--- src/rtl/pipeline_pkg.sv ---
// Shared pipeline types: operand/address widths, ALU op encoding and the
// EX-stage control bundle carried through the ID/EX register.
package pipeline_pkg;

  localparam int DATA_W = 16;
  localparam int REG_AW = 3;
  localparam int CNT_W  = 8;

  typedef enum logic [2:0] {
    ALU_ADD = 3'd0,
    ALU_SUB = 3'd1,
    ALU_AND = 3'd2,
    ALU_OR  = 3'd3,
    ALU_XOR = 3'd4,
    ALU_SLT = 3'd5,
    ALU_SLL = 3'd6,
    ALU_SRL = 3'd7
  } alu_op_e;

  typedef struct packed {
    logic    regWrite;
    logic    memRead;
    logic    memWrite;
    logic    memToReg;
    logic    aluSrc;
    alu_op_e aluOp;
  } ex_ctrl_t;

  // A bubble writes nothing and touches no memory, so forwarding never matches it.
  localparam ex_ctrl_t EX_CTRL_BUBBLE = '0;

endpackage

--- src/rtl/id_ex_stage_hazard_detect.sv ---
// Load-use hazard detection: freezes PC and IF/ID for one cycle when the load
// sitting in ID/EX produces a register the decoding instruction reads.
module hazard_detect #(
  parameter int REG_AW = 3
) (
  input  logic              ex_valid,
  input  logic              ex_mem_read,
  input  logic [REG_AW-1:0] ex_rt,
  input  logic              id_valid,
  input  logic [REG_AW-1:0] id_rs,
  input  logic [REG_AW-1:0] id_rt,
  input  logic              id_uses_rt,
  input  logic              ex_flush,
  output logic              load_use,
  output logic              pc_write,
  output logic              if_id_write
);

  // Compare the load's destination against the decoding instruction's sources.
  always_comb begin
    // NOTE: every output gets a default first so no path can infer a latch.
    load_use    = 1'b0;
    pc_write    = 1'b1;
    if_id_write = 1'b1;
    if (ex_valid && ex_mem_read && id_valid &&
        ((ex_rt == id_rs) || (id_uses_rt && (ex_rt == id_rt)))) begin
      load_use = 1'b1;
    end
    // A taken branch kills the dependent instruction, so there is nothing to hold.
    pc_write    = !load_use || ex_flush;
    if_id_write = !load_use || ex_flush;
  end

endmodule

--- src/rtl/id_ex_stage.sv ---
// ID/EX pipeline register with integrated load-use hazard detection and a
// saturating stall counter. Bubbles are inserted on flush or load-use.
module id_ex_stage #(
  parameter int DATA_W = pipeline_pkg::DATA_W,
  parameter int REG_AW = pipeline_pkg::REG_AW,
  parameter int CNT_W  = pipeline_pkg::CNT_W
) (
  input  logic              clk,
  input  logic              rst,
  input  logic              id_valid,
  input  logic [REG_AW-1:0] id_rs,
  input  logic [REG_AW-1:0] id_rt,
  input  logic [REG_AW-1:0] id_rd,
  input  logic              id_uses_rt,
  input  logic [DATA_W-1:0] id_rdata1,
  input  logic [DATA_W-1:0] id_rdata2,
  input  logic [DATA_W-1:0] id_imm,
  input  logic              id_regWrite,
  input  logic              id_memRead,
  input  logic              id_memWrite,
  input  logic              id_memToReg,
  input  logic              id_aluSrc,
  input  logic              id_regDst,
  input  logic [2:0]        id_aluOp,
  input  logic              ex_flush,
  output logic              pc_write,
  output logic              if_id_write,
  output logic              ID_EX_valid,
  output logic [REG_AW-1:0] ID_EX_Rs,
  output logic [REG_AW-1:0] ID_EX_Rt,
  output logic [REG_AW-1:0] ID_EX_wreg,
  output logic [DATA_W-1:0] ID_EX_rdata1,
  output logic [DATA_W-1:0] ID_EX_rdata2,
  output logic [DATA_W-1:0] ID_EX_imm,
  output logic              ID_EX_regWrite,
  output logic              ID_EX_memRead,
  output logic              ID_EX_memWrite,
  output logic              ID_EX_memToReg,
  output logic              ID_EX_aluSrc,
  output logic [2:0]        ID_EX_aluOp,
  output logic [CNT_W-1:0]  stall_count
);

  import pipeline_pkg::*;

  ex_ctrl_t          id_ctrl;
  ex_ctrl_t          ctrl_q;
  logic              valid_q;
  logic [REG_AW-1:0] rs_q;
  logic [REG_AW-1:0] rt_q;
  logic [REG_AW-1:0] wreg_q;
  logic [DATA_W-1:0] rdata1_q;
  logic [DATA_W-1:0] rdata2_q;
  logic [DATA_W-1:0] imm_q;
  logic [CNT_W-1:0]  stall_q;
  logic              load_use;

  // Bundle decoded control; an empty decode slot carries no side effects.
  always_comb begin
    id_ctrl = EX_CTRL_BUBBLE;
    if (id_valid) begin
      id_ctrl.regWrite = id_regWrite;
      id_ctrl.memRead  = id_memRead;
      id_ctrl.memWrite = id_memWrite;
      id_ctrl.memToReg = id_memToReg;
      id_ctrl.aluSrc   = id_aluSrc;
      id_ctrl.aluOp    = alu_op_e'(id_aluOp);
    end
  end

  hazard_detect #(
    .REG_AW (REG_AW)
  ) u_hazard (
    .ex_valid    (valid_q),
    .ex_mem_read (ctrl_q.memRead),
    .ex_rt       (rt_q),
    .id_valid    (id_valid),
    .id_rs       (id_rs),
    .id_rt       (id_rt),
    .id_uses_rt  (id_uses_rt),
    .ex_flush    (ex_flush),
    .load_use    (load_use),
    .pc_write    (pc_write),
    .if_id_write (if_id_write)
  );

  // Pipeline register: reset, then flush/stall bubble, else capture decode.
  always_ff @(posedge clk) begin
    // NOTE: sequential state uses non-blocking assignments so every register
    // samples pre-edge values regardless of statement order.
    if (rst) begin
      ctrl_q   <= EX_CTRL_BUBBLE;
      valid_q  <= 1'b0;
      rs_q     <= '0;
      rt_q     <= '0;
      wreg_q   <= '0;
      rdata1_q <= '0;
      rdata2_q <= '0;
      imm_q    <= '0;
      stall_q  <= '0;
    end else begin
      if (ex_flush || load_use) begin
        ctrl_q   <= EX_CTRL_BUBBLE;
        valid_q  <= 1'b0;
        rs_q     <= '0;
        rt_q     <= '0;
        wreg_q   <= '0;
        rdata1_q <= '0;
        rdata2_q <= '0;
        imm_q    <= '0;
      end else begin
        ctrl_q   <= id_ctrl;
        valid_q  <= id_valid;
        rs_q     <= id_rs;
        rt_q     <= id_rt;
        wreg_q   <= id_regDst ? id_rd : id_rt;
        rdata1_q <= id_rdata1;
        rdata2_q <= id_rdata2;
        imm_q    <= id_imm;
      end
      // Only a real stall counts; a flush overrides it and frees the pipe.
      if (load_use && !ex_flush && (stall_q != {CNT_W{1'b1}})) begin
        stall_q <= stall_q + 1'b1;
      end
    end
  end

  assign ID_EX_valid    = valid_q;
  assign ID_EX_Rs       = rs_q;
  assign ID_EX_Rt       = rt_q;
  assign ID_EX_wreg     = wreg_q;
  assign ID_EX_rdata1   = rdata1_q;
  assign ID_EX_rdata2   = rdata2_q;
  assign ID_EX_imm      = imm_q;
  assign ID_EX_regWrite = ctrl_q.regWrite;
  assign ID_EX_memRead  = ctrl_q.memRead;
  assign ID_EX_memWrite = ctrl_q.memWrite;
  assign ID_EX_memToReg = ctrl_q.memToReg;
  assign ID_EX_aluSrc   = ctrl_q.aluSrc;
  assign ID_EX_aluOp    = ctrl_q.aluOp;
  assign stall_count    = stall_q;

endmodule

--- config.mk ---
export PLATFORM = sky130hd
export DESIGN_NAME = id_ex_stage
export DESIGN_NICKNAME = d
export VERILOG_FILES = /design/src/rtl/pipeline_pkg.sv /design/src/rtl/id_ex_stage_hazard_detect.sv /design/src/rtl/id_ex_stage.sv
export SDC_FILE = /design/constraint.sdc
export NUM_CORES = 1
export LEC_CHECK = 0
export ABC_AREA = 1
export CAP_MARGIN = 10
export CORE_UTILIZATION = 40
export DETAILED_ROUTE_END_ITERATION = 10
export PLACE_DENSITY = 0.84
export SETUP_SLACK_MARGIN = 0.15
export SLEW_MARGIN = 20
export SYNTH_ARGS = -nofsm -noshare
export SYNTH_HDL_FRONTEND = slang
export SYNTH_SLANG_ARGS = --single-unit
--- constraint.sdc ---
create_clock -name clk -period 3.95 [get_ports clk]
set_input_delay 1.185 -clock clk [delete_from_list [all_inputs] [get_ports clk]]
set_output_delay 1.185 -clock clk [all_outputs]
set_load 0.02 [all_outputs]
; ---- After elaboration in Yosys (flattened, before gate mapping)
; Cells that the tools add are included.
[word_totals]
out_inout_bits = 76
in_bits = 71
wordCells = 34
register_bits = 74
[op_classes]
reduce_logical = 13
eq_ne = 3
bitwise_logic = 1
n_mux = 2
add_sub_neg = 1
[ops]
columns = cell, count
row1 = "adder 8 x 1 -> 8 bit, second input constant", 1
row2 = "inequality test 8 bit, second input constant", 1
row3 = == test 3 bit, 2
row4 = logical AND 1 bit, 6
row5 = logical OR 1 bit, 3
row6 = two-way mux 3 bit, 1
row7 = OR reduction 3 bit, 1
row8 = zero test 1 bit, 2
row9 = OR reduction 2 bit, 1
row10 = two-way mux 1 bit, 1
row11 = NOT 1 bit, 1

; ---- Longest topological paths before layout
; Gate-level depths: netlist (run 1).
[logic_depth]
ltp_word = 7
mapped_depth = 12
depth_no_buf = 12

; ---- By module
; Synthesis (run 1) repeated with hierarchy kept, for this count alone.
[hier_totals]
cells_unflattened = 318
hier_area_um2 = 2514.9
[modules_own_cells]
columns = module, area_per_inst_um2, instances, cells_each, seq_area_each_um2
row1 = id_ex_stage, 2353.5, 1, 283, 1481.4
row2 = hazard_detect, 161.4, 1, 35, 0.0

; ---- Worst setup path before layout (run 1)
; OpenSTA, ideal clock, no wires.
[synth_path]
kind = input-to-output
from = input port id_rt[1]
to = output port pc_write
t_required_ps = 2765
t_arrival_ps = 2048
n_path_buf = 1
path_slack_ps = 717
stages = 10
path_cell_list = inv_1 > nand2_1 > nand2_1 > nor2_1 > nand2_1 > nand2_4 > nand2_4 > nor2_2 > inv_1 > buf_4
[synth_between]
elab_chain_len = 7
[synth_lines]
columns = element, line_no
row1 = "start, declared", id_ex_stage.sv:12  ; input logic [REG_AW-1:0] id_rt,
row2 = == test 3 bit, id_ex_stage_hazard_detect.sv:26  ; ((ex_rt == id_rs) || (id_uses_rt && (ex_rt == id_rt)))) begin
row3 = logical AND 1 bit, id_ex_stage_hazard_detect.sv:26
row4 = logical OR 1 bit, id_ex_stage_hazard_detect.sv:26
row5 = logical AND 1 bit, id_ex_stage_hazard_detect.sv:25  ; if (ex_valid && ex_mem_read && id_valid &&
row6 = two-way mux 1 bit, id_ex_stage_hazard_detect.sv:25
row7 = zero test 1 bit, n/a
row8 = logical OR 1 bit, n/a
row9 = "end, declared", id_ex_stage.sv:26  ; output logic pc_write,
; No other way between the ends.

; ---- Final worst setup path (run 1)
[layout_path]
from = input port id_rt[1]
to = output port pc_write
[layout_between]
elab_chain_len = 7
[layout_lines]
columns = element, line_no
row1 = == test 3 bit, id_ex_stage_hazard_detect.sv:26
row2 = logical AND 1 bit, id_ex_stage_hazard_detect.sv:26
row3 = logical OR 1 bit, id_ex_stage_hazard_detect.sv:26
row4 = logical AND 1 bit, id_ex_stage_hazard_detect.sv:25
row5 = two-way mux 1 bit, id_ex_stage_hazard_detect.sv:25
row6 = zero test 1 bit, id_ex_stage_hazard_detect.sv:30  ; pc_write = !load_use || ex_flush;
row7 = logical OR 1 bit, id_ex_stage_hazard_detect.sv:30
; No other way between the ends.

==> results of run 1 <==
## state kept, by name (all words and copies together) (netlist names)
register,cells
ID_EX_valid,1
ID_EX_regWrite,1
ID_EX_wreg,3
ID_EX_Rs,3
ID_EX_rdata2,16
ID_EX_memToReg,1
ID_EX_aluOp,3
ID_EX_aluSrc,1
ID_EX_imm,16
stall_count,8
ID_EX_memRead,1
ID_EX_rdata1,16
ID_EX_memWrite,1
ID_EX_Rt,3
## worst min path at each step
| stage | endpoint | slack (ns) | depth (start not counted) |
|---|---|---|---|
| CTS | stall_count[6]$_SDFFE_PP0P_ | 0.55 | 4 |
| global placement | stall_count[6]$_SDFFE_PP0P_ | 0.52 | 4 |
| global route | stall_count[4]$_SDFFE_PP0P_ | 0.62 | 4 |
| floorplan | stall_count[6]$_SDFFE_PP0P_ | 0.60 | 4 |
| finish | stall_count[6]$_SDFFE_PP0P_ | 0.55 | 4 |
| detailed placement | stall_count[6]$_SDFFE_PP0P_ | 0.54 | 4 |
## synthesized netlist by cell type
library cell	n
clkinv_1	1
ha_1	1
nand2_1	36
and3_1	1
nor2_1	87
o21ai_1	1
inv_2	3
nand4_2	2
nor3_1	2
nand3_4	1
inv_1	80
nor4_1	1
nand4_1	3
buf_4	1
o21ai_0	2
buf_8	3
buf_6	1
xor2_1	2
xnor2_1	1
buf_2	2
dfxtp_1	74
a21oi_1	4
nand2_4	2
nand3_2	1
nor2_2	1
o211ai_1	1
o21bai_1	1
## kinds of logic after synthesis
| logic type | after synthesis |
|---|---|
| AND/OR/NAND/NOR | 137 |
| AO/OA/AOI/OAI | 9 |
| flip-flops | 74 |
| buffers and inverters | 91 |
| XOR/XNOR | 3 |
| adder cells (fa/ha/maj) | 1 |
## power by group through the flow
| stage | sequential (mW) | combinational, mW | clock [mW] |
|---|---|---|---|
| detailed placement | 0.797 | 0.213 | 0 |
| global placement | 0.796 | 0.208 | 0 |
| floorplan | 0.830 | 0.0498 | 0 |
| finish | 0.779 | 0.211 | 0.570 |
| CTS | 0.779 | 0.214 | 0.586 |
| global route | 0.781 | 0.230 | 0.624 |
## repair_timing
item	4_1_cts	5_1_grt
endpoints found under the setup margin	2	2
hold buffers	0	0
gates resized for setup	6	3
## final cells by class
type                       instances  area [um2]
clock buffer                      11         141
sequential                        74        1480
multi-input combinational        150         678
tap                               75        93.8
inverter                          84         315
timing repair buffer             152        1500
fill                             478        1770
clock inverter                     5        53.8
## critical path: cells and delay by family
kind / cells / cell delay, ns
buffers and inverters: 4 / 0.75
AND/OR/NAND/NOR: 7 / 0.52
## placed cells by master, fill, tap and decap left out, types with 2 or more instances in the layout
| cell | n |
|---|---|
| a21oi_1 | 4 |
| buf_2 | 2 |
| buf_4 | 6 |
| clkbuf_8 | 10 |
| clkdlybuf4s50_1 | 144 |
| clkinv_2 | 3 |
| dfxtp_1 | 74 |
| inv_1 | 80 |
| inv_2 | 3 |
| nand2_1 | 36 |
| nand2_4 | 2 |
| nand4_1 | 3 |
| nand4_2 | 2 |
| nor2_1 | 87 |
| nor3_1 | 2 |
| o21ai_0 | 2 |
| xor2_1 | 2 |
## metrics by stage
stage	hold slack, ns	instance area (um2)	setup TNS [ns]	utilization, %
2_1_floorplan	0.601	2540	0	-
3_3_place_gp	0.523	4070	-0.0550	67.5
3_5_place_dp	0.541	4070	-0.174	67.5
4_1_cts	0.550	4270	0	70.8
5_1_grt	0.617	4260	0	70.7
6_report	0.547	4260	0	70.7
## routing by layer
layer	GRT usage (%)	vias to the layer above	part of all wire, %
li1	-	1201	-
met5	0	-	0
met3	8.33	13	11
met4	11.6	0	2.8
met1	18.6	1008	37
met2	34.5	103	49
==> flow_summary.json, run 1 <==
{
  "drt_iter0_drc": 74,
  "r2r-start": "ID_EX_Rt[1]$_SDFF_PP0_",
  "grt_pass1_wl_mm": 9.58,
  "p_sw_mw": 0.361,
  "drv_slew": 0,
  "grt_max_degree": 58,
  "final_cells": 551,
  "dp.cells": 535,
  "clock_latency_ns": 0.34,
  "syn_avg_cell_area_um2": 8.08,
  "syn_nets": 387,
  "yosys_warnings": 0,
  "finalWirelength_mm": 6.30,
  "worstHoldPathType": "flip-flop to flip-flop",
  "dieArea_um2": 6680,
  "fin_ws_ns": 0.310,
  "p_int_mw": 1.20,
  "synth_area_leader_cell": "dfxtp_1",
  "ys_seq_area_share_pct": 58.2,
  "path_clk_slew_ns": 0.07,
  "clock.fmax_mhz": 275,
  "cts_buffers": 9,
  "dpl_worst_slack_ns": -0.0875,
  "p_clk_share_pct": 36.5,
  "post_cts_buffers": 0,
  "p_per_area_nw_per_um2": 366,
  "synth_area_leaders": "dfxtp_1 58%, nor2_1 13%, inv_1 12%",
  "reg2reg_depth": 9,
  "combinationalPowerShare_pct": 13.5,
  "drtAntennaViolNets": 0,
  "root_buffer": "clkbuf_8",
  "slowest_stage": "clkdlybuf4s50_1",
  "cts_sinks": 74,
  "p_seq_share_pct": 49.9,
  "finalCritPeriodShare_pct": 92.2,
  "area_growth_pct": 67.5,
  "skew_ns": 0.0125,
  "swShare_pct": 23.1,
  "synthesis.area_um2": 2540,
  "grt-ovfl-total": 0,
  "cap_violations": 0,
  "arrival_ns": 2.46,
  "routedWlPerCell_um": 11.4,
  "hp-start": "stall_count[6]$_SDFFE_PP0P_",
  "ys_ff_latch": 74,
  "clock_path_buffers": 2,
  "rows": 28,
  "r2r-end": "ID_EX_rdata1[3]$_SDFF_PP0_",
  "cp-startpoint": "id_rt[1]",
  "synth_top_family_by_area": "simple AND/OR/NAND/NOR gates",
  "cts_tree": "yes",
  "max_stage_delay_ns": 0.49,
  "crit_chain": "clkdlybuf4s50_1, inv_1, nand2_1, nand2_1, nor2_1, nand2_1, nand2_4, nand2_4, nor2_4, inv_1, buf_2",
  "worst_pin_slew_ns": 0.637,
  "grt_usage_pct": 19.5,
  "fin_crit_ns": 3.64,
  "coreArea_um2": 6030,
  "yosys.area_share.simple_pct": 23.0,
  "synth_compound_area_share_pct": 1.97,
  "worst-path-max-fanout": 2,
  "crit_end": "pc_write",
  "die_h_um": 81.7,
  "drc": 0,
  "leakagePower_nw": 2.02,
  "setup_violations": 0,
  "h-tree-depth": 3,
  "synthesis.instances": 315,
  "hold_viol": 0,
  "start_util_pct": 42.2,
  "diodes": 0,
  "io_buffers": 146,
  "antenna_found_initial": 0,
  "path_class": "input pin to output port",
  "cp-start-kind": "input pin",
  "synth-xor-area-share_pct": 1.03,
  "num_vias": 2325,
  "worst_ir_drop_vdd_uv": 284,
  "drive_above_1_share_pct": 6.93,
  "ioPinCount": 147,
  "synth_top_cell_area_share_pct": 58.2,
  "rrSetupSlack_ns": 2.15,
  "dieWidth_um": 81.7,
  "slew_headroom_pct": 57.6,
  "power_mw": 1.56,
  "grt_pass1_vias": 2245,
  "status": "finished clean",
  "nets": 543,
  "cp.required_ns": 2.76,
  "cp_common_cell": "nand2_1",
  "place.gp.congestion": 0.852,
  "viasPerCell": 4.22,
  "rsz0062_at_grt": "no",
  "muxShareOfSynthArea_pct": 0,
  "synthAdderAreaFrac_pct": 0.492,
  "place_hpwl_mm": 4.94,
  "firstDrtPassIters": 4,
  "synth_cell_types": 27,
  "cp-end-kind": "output port"
}
No activity file was read; power rests on OpenSTA's default activity.
==> run 2: changes to the inputs <==
ABC_AREA = not set   (was 1)
CORE_UTILIZATION = 39   (was 40)
==> run 2 against run 1 <==
Non-clock buffer count grew 3. Register-to-register slack lost 0.02 ns. Sequential share of layout area grew 0.90 points. Wire length shrank 14%. Synthesized cell count shrank 35%. Clock skew is essentially flat. Via count shrank 16%. First-iteration DRC count shrank 55%. Critical path type unchanged. Largest cell class unchanged. Highest routed layer unchanged.
==> flow_summary.json, run 2 <==
{
  "status": "finished clean",
  "coreArea_um2": 5920,
  "cts_tree": "yes",
  "hold_viol": 0,
  "syn_nets": 278,
  "dieWidth_um": 80.2,
  "leakagePower_nw": 1.65,
  "setup_violations": 0,
  "synthFlopType": "dfxtp_1",
  "finalCritPeriodShare_pct": 93.7,
  "path_clk_slew_ns": 0.07,
  "place_hpwl_mm": 4.14,
  "utilization_pct": 70.1,
  "synth_top_cell_area_share_pct": 62.1,
  "drc": 0,
  "ys_top_cells_by_count": "74 x dfxtp_1, 40 x and2_1, 15 x and2_2, 6 x and3_2",
  "synth_area_leaders": "dfxtp_1 62%, and2_1 10%, and2_2 4.7%",
  "drv_slew": 0,
  "crit_chain": "clkdlybuf4s50_1, xor2_1, nor3_2, o21ai_2, dlygate4sd2_1",
  "clock_path_buffers": 2,
  "p_int_mw": 1.29,
  "clock.fmax_mhz": 270,
  "p_sw_mw": 0.339,
  "cp.required_ns": 2.76,
  "synth_area_leader_cell": "dfxtp_1",
  "syn_avg_cell_area_um2": 11.6,
  "cp-start-kind": "input pin",
  "layout_commonest_cell": "clkdlybuf4s50_1",
  "fin_crit_ns": 3.70,
  "final.setup.tns_ns": 0,
  "p_clk_share_pct": 39.9,
  "dp.cells": 425,
  "power_mw": 1.63,
  "finalWirelength_mm": 5.44,
  "grt_max_degree": 44,
  "area_growth_pct": 74.0,
  "grt_pass1_wl_mm": 8.33,
  "h-tree-depth": 3,
  "grt-ovfl-total": 0,
  "swShare_pct": 20.8,
  "worst_pin_slew_ns": 0.378,
  "antenna_found_initial": 0,
  "combinationalPowerShare_pct": 12.2,
  "die_h_um": 80.2,
  "yosys_warnings": 0,
  "grt_pass1_vias": 1816,
  "ctsResizeCount": 2,
  "final_cell_mix": "144 x clkdlybuf4s50_1, 74 x dfxtp_1, 40 x and2_1, 15 x and2_2, 11 x clkbuf_8",
  "synth.most_common_cell": "dfxtp_1",
  "synth_cell_types": 36,
  "ys_ff_latch": 74,
  "clock_latency_ns": 0.33,
  "ys_seq_area_share_pct": 62.1,
  "drtAntennaViolNets": 0,
  "nets": 433,
  "cap_violations": 0,
  "synth-edff-count": 0,
  "post_cts_buffers": 0,
  "slew_headroom_pct": 74.7,
  "cts_buffers": 9,
  "slowest_stage": "clkdlybuf4s50_1",
  "synthesis.instances": 206,
  "firstDrtPassIters": 4,
  "synthArstFlopShare_pct": 0,
  "p_seq_share_pct": 47.9,
  "final_cells": 441,
  "grt_usage_pct": 17.5,
  "root_buffer": "clkbuf_8",
  "place.gp.congestion": 0.806,
  "whs_ns": 0.523,
  "skew_ns": 0.0121,
  "ioPinCount": 147,
  "worst-path-max-fanout": 3,
  "drive_above_1_share_pct": 13.7,
  "arrival_ns": 2.51,
  "drt_iter0_drc": 33,
  "synthesis.area_um2": 2390,
  "rows": 28,
  "worstHoldPathType": "flip-flop to flip-flop",
  "diodes": 0,
  "dieArea_um2": 6430,
  "ctsHoldBuffers": 0,
  "cp-end-kind": "output port",
  "worst_ir_drop_vdd_uv": 293,
  "num_vias": 1964,
  "routedWlPerCell_um": 12.3,
  "path_class": "input pin to output port",
  "viasPerCell": 4.45,
  "io_buffers": 146,
  "cts_sinks": 74,
  "max_stage_delay_ns": 0.49,
  "rsz0062_at_grt": "no",
  "p_per_area_nw_per_um2": 392,
  "start_util_pct": 40.3
}
==> run 2: cell count changes in the layout (fill, tap and decap cells not counted), sizes merged, moves of 4 or more <==
| cell | change |
|---|---|
| and3 | +10 |
| nand2 | -34 |
| nand4 | -5 |
| mux2i | +4 |
| and2 | +55 |
| nor2 | -85 |
| inv | -80 |
==> run 2: power groups by stage <==
stage	Clock [mW]	Combinational [mW]	Sequential (mW)
2_1_floorplan	0	0.0403	0.830
3_3_place_gp	0	0.197	0.796
3_5_place_dp	0	0.200	0.797
4_1_cts	0.671	0.201	0.780
5_1_grt	0.711	0.213	0.781
6_report	0.649	0.199	0.779
==> run 2: cell families (layout without fill, tap and decap cells) <==
group                      after synthesis  count (layout)  synth area share (%)
muxes                                    4               4                  1.68
adders and majority gates                1               1                 0.524
DFF                                     74              74                  62.1
AOI/OAI and AO/OA                       16              16                  4.67
buffers and inverters                   14             174                  4.67
xor gates and xnor gates                 6               6                  2.20
and+or+nand+nor                         91              91                  24.2
==> run 2: critical path, delay by kind of cell <==
| kind | cells | cell delay (ns) |
|---|---|---|
| AO/OA/AOI/OAI | 1 | 0.21 |
| XOR/XNOR | 1 | 0.19 |
| buffers and inverters | 2 | 0.85 |
| AND/OR/NAND/NOR | 1 | 0.07 |
==> run 2: area by class of cell <==
class                      count  area, um2
fill                         422       1770
timing repair buffer         155       1530
sequential                    74       1480
multi-input combinational    118        810
clock buffer                  12        155
tap                           75       93.8
clock inverter                 4       73.8
inverter                       3       11.3
==> run 2: through the flow <==
stage | area, um2 | setup WS [ns]
4_1_cts | 4140 | 0.151
3_3_place_gp | 3920 | -0.144
3_5_place_dp | 3920 | -0.155
2_1_floorplan | 2390 | 0.599
5_1_grt | 4150 | 0.175
6_report | 4150 | 0.250
==> run 2: per-layer routing <==
metal / vias to the layer above / part of all wire [%] / global-route usage, %
met3: 6 / 11 / 8.75
met5: - / 0 / 0
li1: 979 / - / -
met2: 99 / 48 / 29.6
met4: 0 / 1.3 / 7.50
met1: 880 / 39 / 18.4
==> run 2: worst paths after layout <==
kind / startpoint / end / slack (ns) / depth (start not counted)
worst max-delay path: id_rs[1] / pc_write / 0.25 / 5
worst min-delay path: stall_count[1]$_SDFFE_PP0P_ / stall_count[1]$_SDFFE_PP0P_ / 0.52 / 2
worst max register to register: stall_count[0]$_SDFFE_PP0P_ / stall_count[3]$_SDFFE_PP0P_ / 2.13 / 6
worst min register to register: stall_count[1]$_SDFFE_PP0P_ / stall_count[1]$_SDFFE_PP0P_ / 0.52 / 2
==> run 3: changes to the inputs <==
ABC_CLOCK_PERIOD_IN_PS = 4600   (was not set)
clock period = 4.6 ns   (was 3.95 ns; I/O delays follow)
==> run 3 against run 2 <==
Clock power is 17% lower. Worst setup slack better by 0.14 ns. Power is 15% lower. Critical endpoint is now if_id_write. Highest routed layer unchanged.
==> flow_summary.json, run 3 (synthesized netlist as in run 2, its figures left out) <==
{
  "drive_above_1_share_pct": 12.6,
  "routedWlPerCell_um": 12.5,
  "finalCritPeriodShare_pct": 91.4,
  "h-tree-depth": 3,
  "grt_usage_pct": 17.6,
  "dieArea_um2": 6430,
  "grt_pass1_wl_mm": 8.46,
  "path_buf_inv": 2,
  "coreArea_um2": 5920,
  "cts_sinks": 74,
  "whs_ns": 0.523,
  "place.gp.congestion": 0.766,
  "use_met3_pct": 6.25,
  "path_clk_slew_ns": 0.07,
  "status": "finished clean",
  "cp.required_ns": 3.22,
  "drc": 0,
  "layout_commonest_cell": "clkdlybuf4s50_1",
  "worstHoldPathType": "flip-flop to flip-flop",
  "hold_viol": 0,
  "start_util_pct": 40.3,
  "slew_headroom_pct": 72.9,
  "dp.cells": 423,
  "grt-ovfl-total": 0,
  "rows": 28,
  "cts_tree": "yes",
  "num_vias": 1951,
  "cap_violations": 0,
  "firstDrtPassIters": 4,
  "worst_ir_drop_vdd_uv": 217,
  "drt_iter0_drc": 30,
  "drv_slew": 0,
  "setup_violations": 0,
  "crit_chain": "clkdlybuf4s50_1, xor2_1, nor3_1, o21ai_2, dlygate4sd2_1",
  "ioPinCount": 147,
  "diodes": 0,
  "die_h_um": 80.2,
  "grt_use_met1_pct": 18.8,
  "drtAntennaViolNets": 0,
  "worst-path-max-fanout": 7,
  "clock_latency_ns": 0.33,
  "io_buffers": 146,
  "leakagePower_nw": 1.62,
  "rsz0062_at_grt": "no",
  "dieWidth_um": 80.2,
  "cp_top_family": "buffers and inverters",
  "max_stage_delay_ns": 0.43,
  "cp-start-kind": "input pin",
  "rrSetupSlack_ns": 2.70,
  "root_buffer": "clkbuf_8",
  "final_cell_mix": "144 x clkdlybuf4s50_1, 74 x dfxtp_1, 40 x and2_1, 15 x and2_2, 10 x clkbuf_8",
  "clock.fmax_mhz": 238,
  "finalWirelength_mm": 5.48,
  "grt_busiest_layer": "met2",
  "place_hpwl_mm": 4.24,
  "area_growth_pct": 72.8,
  "cp-end-kind": "output port",
  "clock_path_buffers": 2,
  "cts_buffers": 9,
  "skew_ns": 0.00913,
  "worst_pin_slew_ns": 0.405,
  "grt_max_degree": 44,
  "grt_pass1_vias": 1866,
  "p_per_area_nw_per_um2": 335,
  "fin_crit_ns": 4.21,
  "arrival_ns": 2.83,
  "final_cells": 439,
  "power_mw": 1.38,
  "ctsHoldBuffers": 0,
  "met2_usage_pct": 30.3,
  "path_class": "input pin to output port",
  "viasPerCell": 4.44,
  "antenna_found_initial": 0,
  "slowest_stage": "clkdlybuf4s50_1",
  "nets": 431,
  "n_fill_cell": 463
}
-- run 3: cell types whose count changed in the layout (fill, tap and decap cells not counted), sizes merged --
cell	before	now
clkinv	2	0
clkinvlp	0	2
dlygate4sd2	1	2
clkdlybuf4s15	1	0
buf	9	7
-- run 3: what timing repair did --
action,in CTS,in global routing
setup buffers,0,0
resized for setup,3,0
endpoints found under the setup margin,2,0
-- run 3: per-stage QoR --
stage / setup TNS [ns] / cell area, um2 / utilization (%) / worst slack (ns)
floorplan: 0 / 2390 / - / 0.859
global placement: 0 / 3900 / 65.9 / 0.00240
detailed placement: -0.130 / 3900 / 65.9 / -0.0673
CTS: 0 / 4120 / 69.6 / 0.380
global route: 0 / 4120 / 69.6 / 0.296
finish: 0 / 4120 / 69.6 / 0.395
-- run 3: where the power goes --
group | total, mW | internal [mW] | switching (mW)
Clock | 0.540 | 0.321 | 0.219
Sequential | 0.669 | 0.663 | 0.00640
Combinational | 0.170 | 0.108 | 0.0624
Total | 1.38 | 1.09 | 0.288
-- run 3: cell type report --
type                       count  area [um2]  share of cell area, %
timing repair buffer         153        1510                   36.7
clock buffer                  12         145                   3.52
sequential                    74        1480                   35.9
inverter                       3        11.3                  0.273
tap                           75        93.8                   2.28
clock inverter                 4        75.1                   1.82
multi-input combinational    118         805                   19.5
-- run 3: path summary, 6_finish.rpt --
kind,startpoint,end,depth (start not counted)
setup / recovery,id_rs[0],if_id_write,5
hold / removal,stall_count[1]$_SDFFE_PP0P_,stall_count[1]$_SDFFE_PP0P_,2
setup reg to reg,ID_EX_Rt[0]$_SDFF_PP0_,stall_count[5]$_SDFFE_PP0P_,6
hold reg to reg,stall_count[1]$_SDFFE_PP0P_,stall_count[1]$_SDFFE_PP0P_,2
-- run 3: worst register-to-register path, delay by kind of cell (launching register included) --
| family | cells | cell delay [ns] |
|---|---|---|
| xor gates and xnor gates | 1 | 0.15 |
| and+or+nand+nor | 2 | 0.80 |
| DFF | 1 | 0.35 |
| buffers and inverters | 1 | 0.20 |
| AOI/OAI and AO/OA | 2 | 0.33 |
-- run 3: metal layers --
layer  wire (um)  up-vias
met3         512        6
li1            -      980
met5           0        -
met2        2710       92
met1        2200      873
met4          63        0
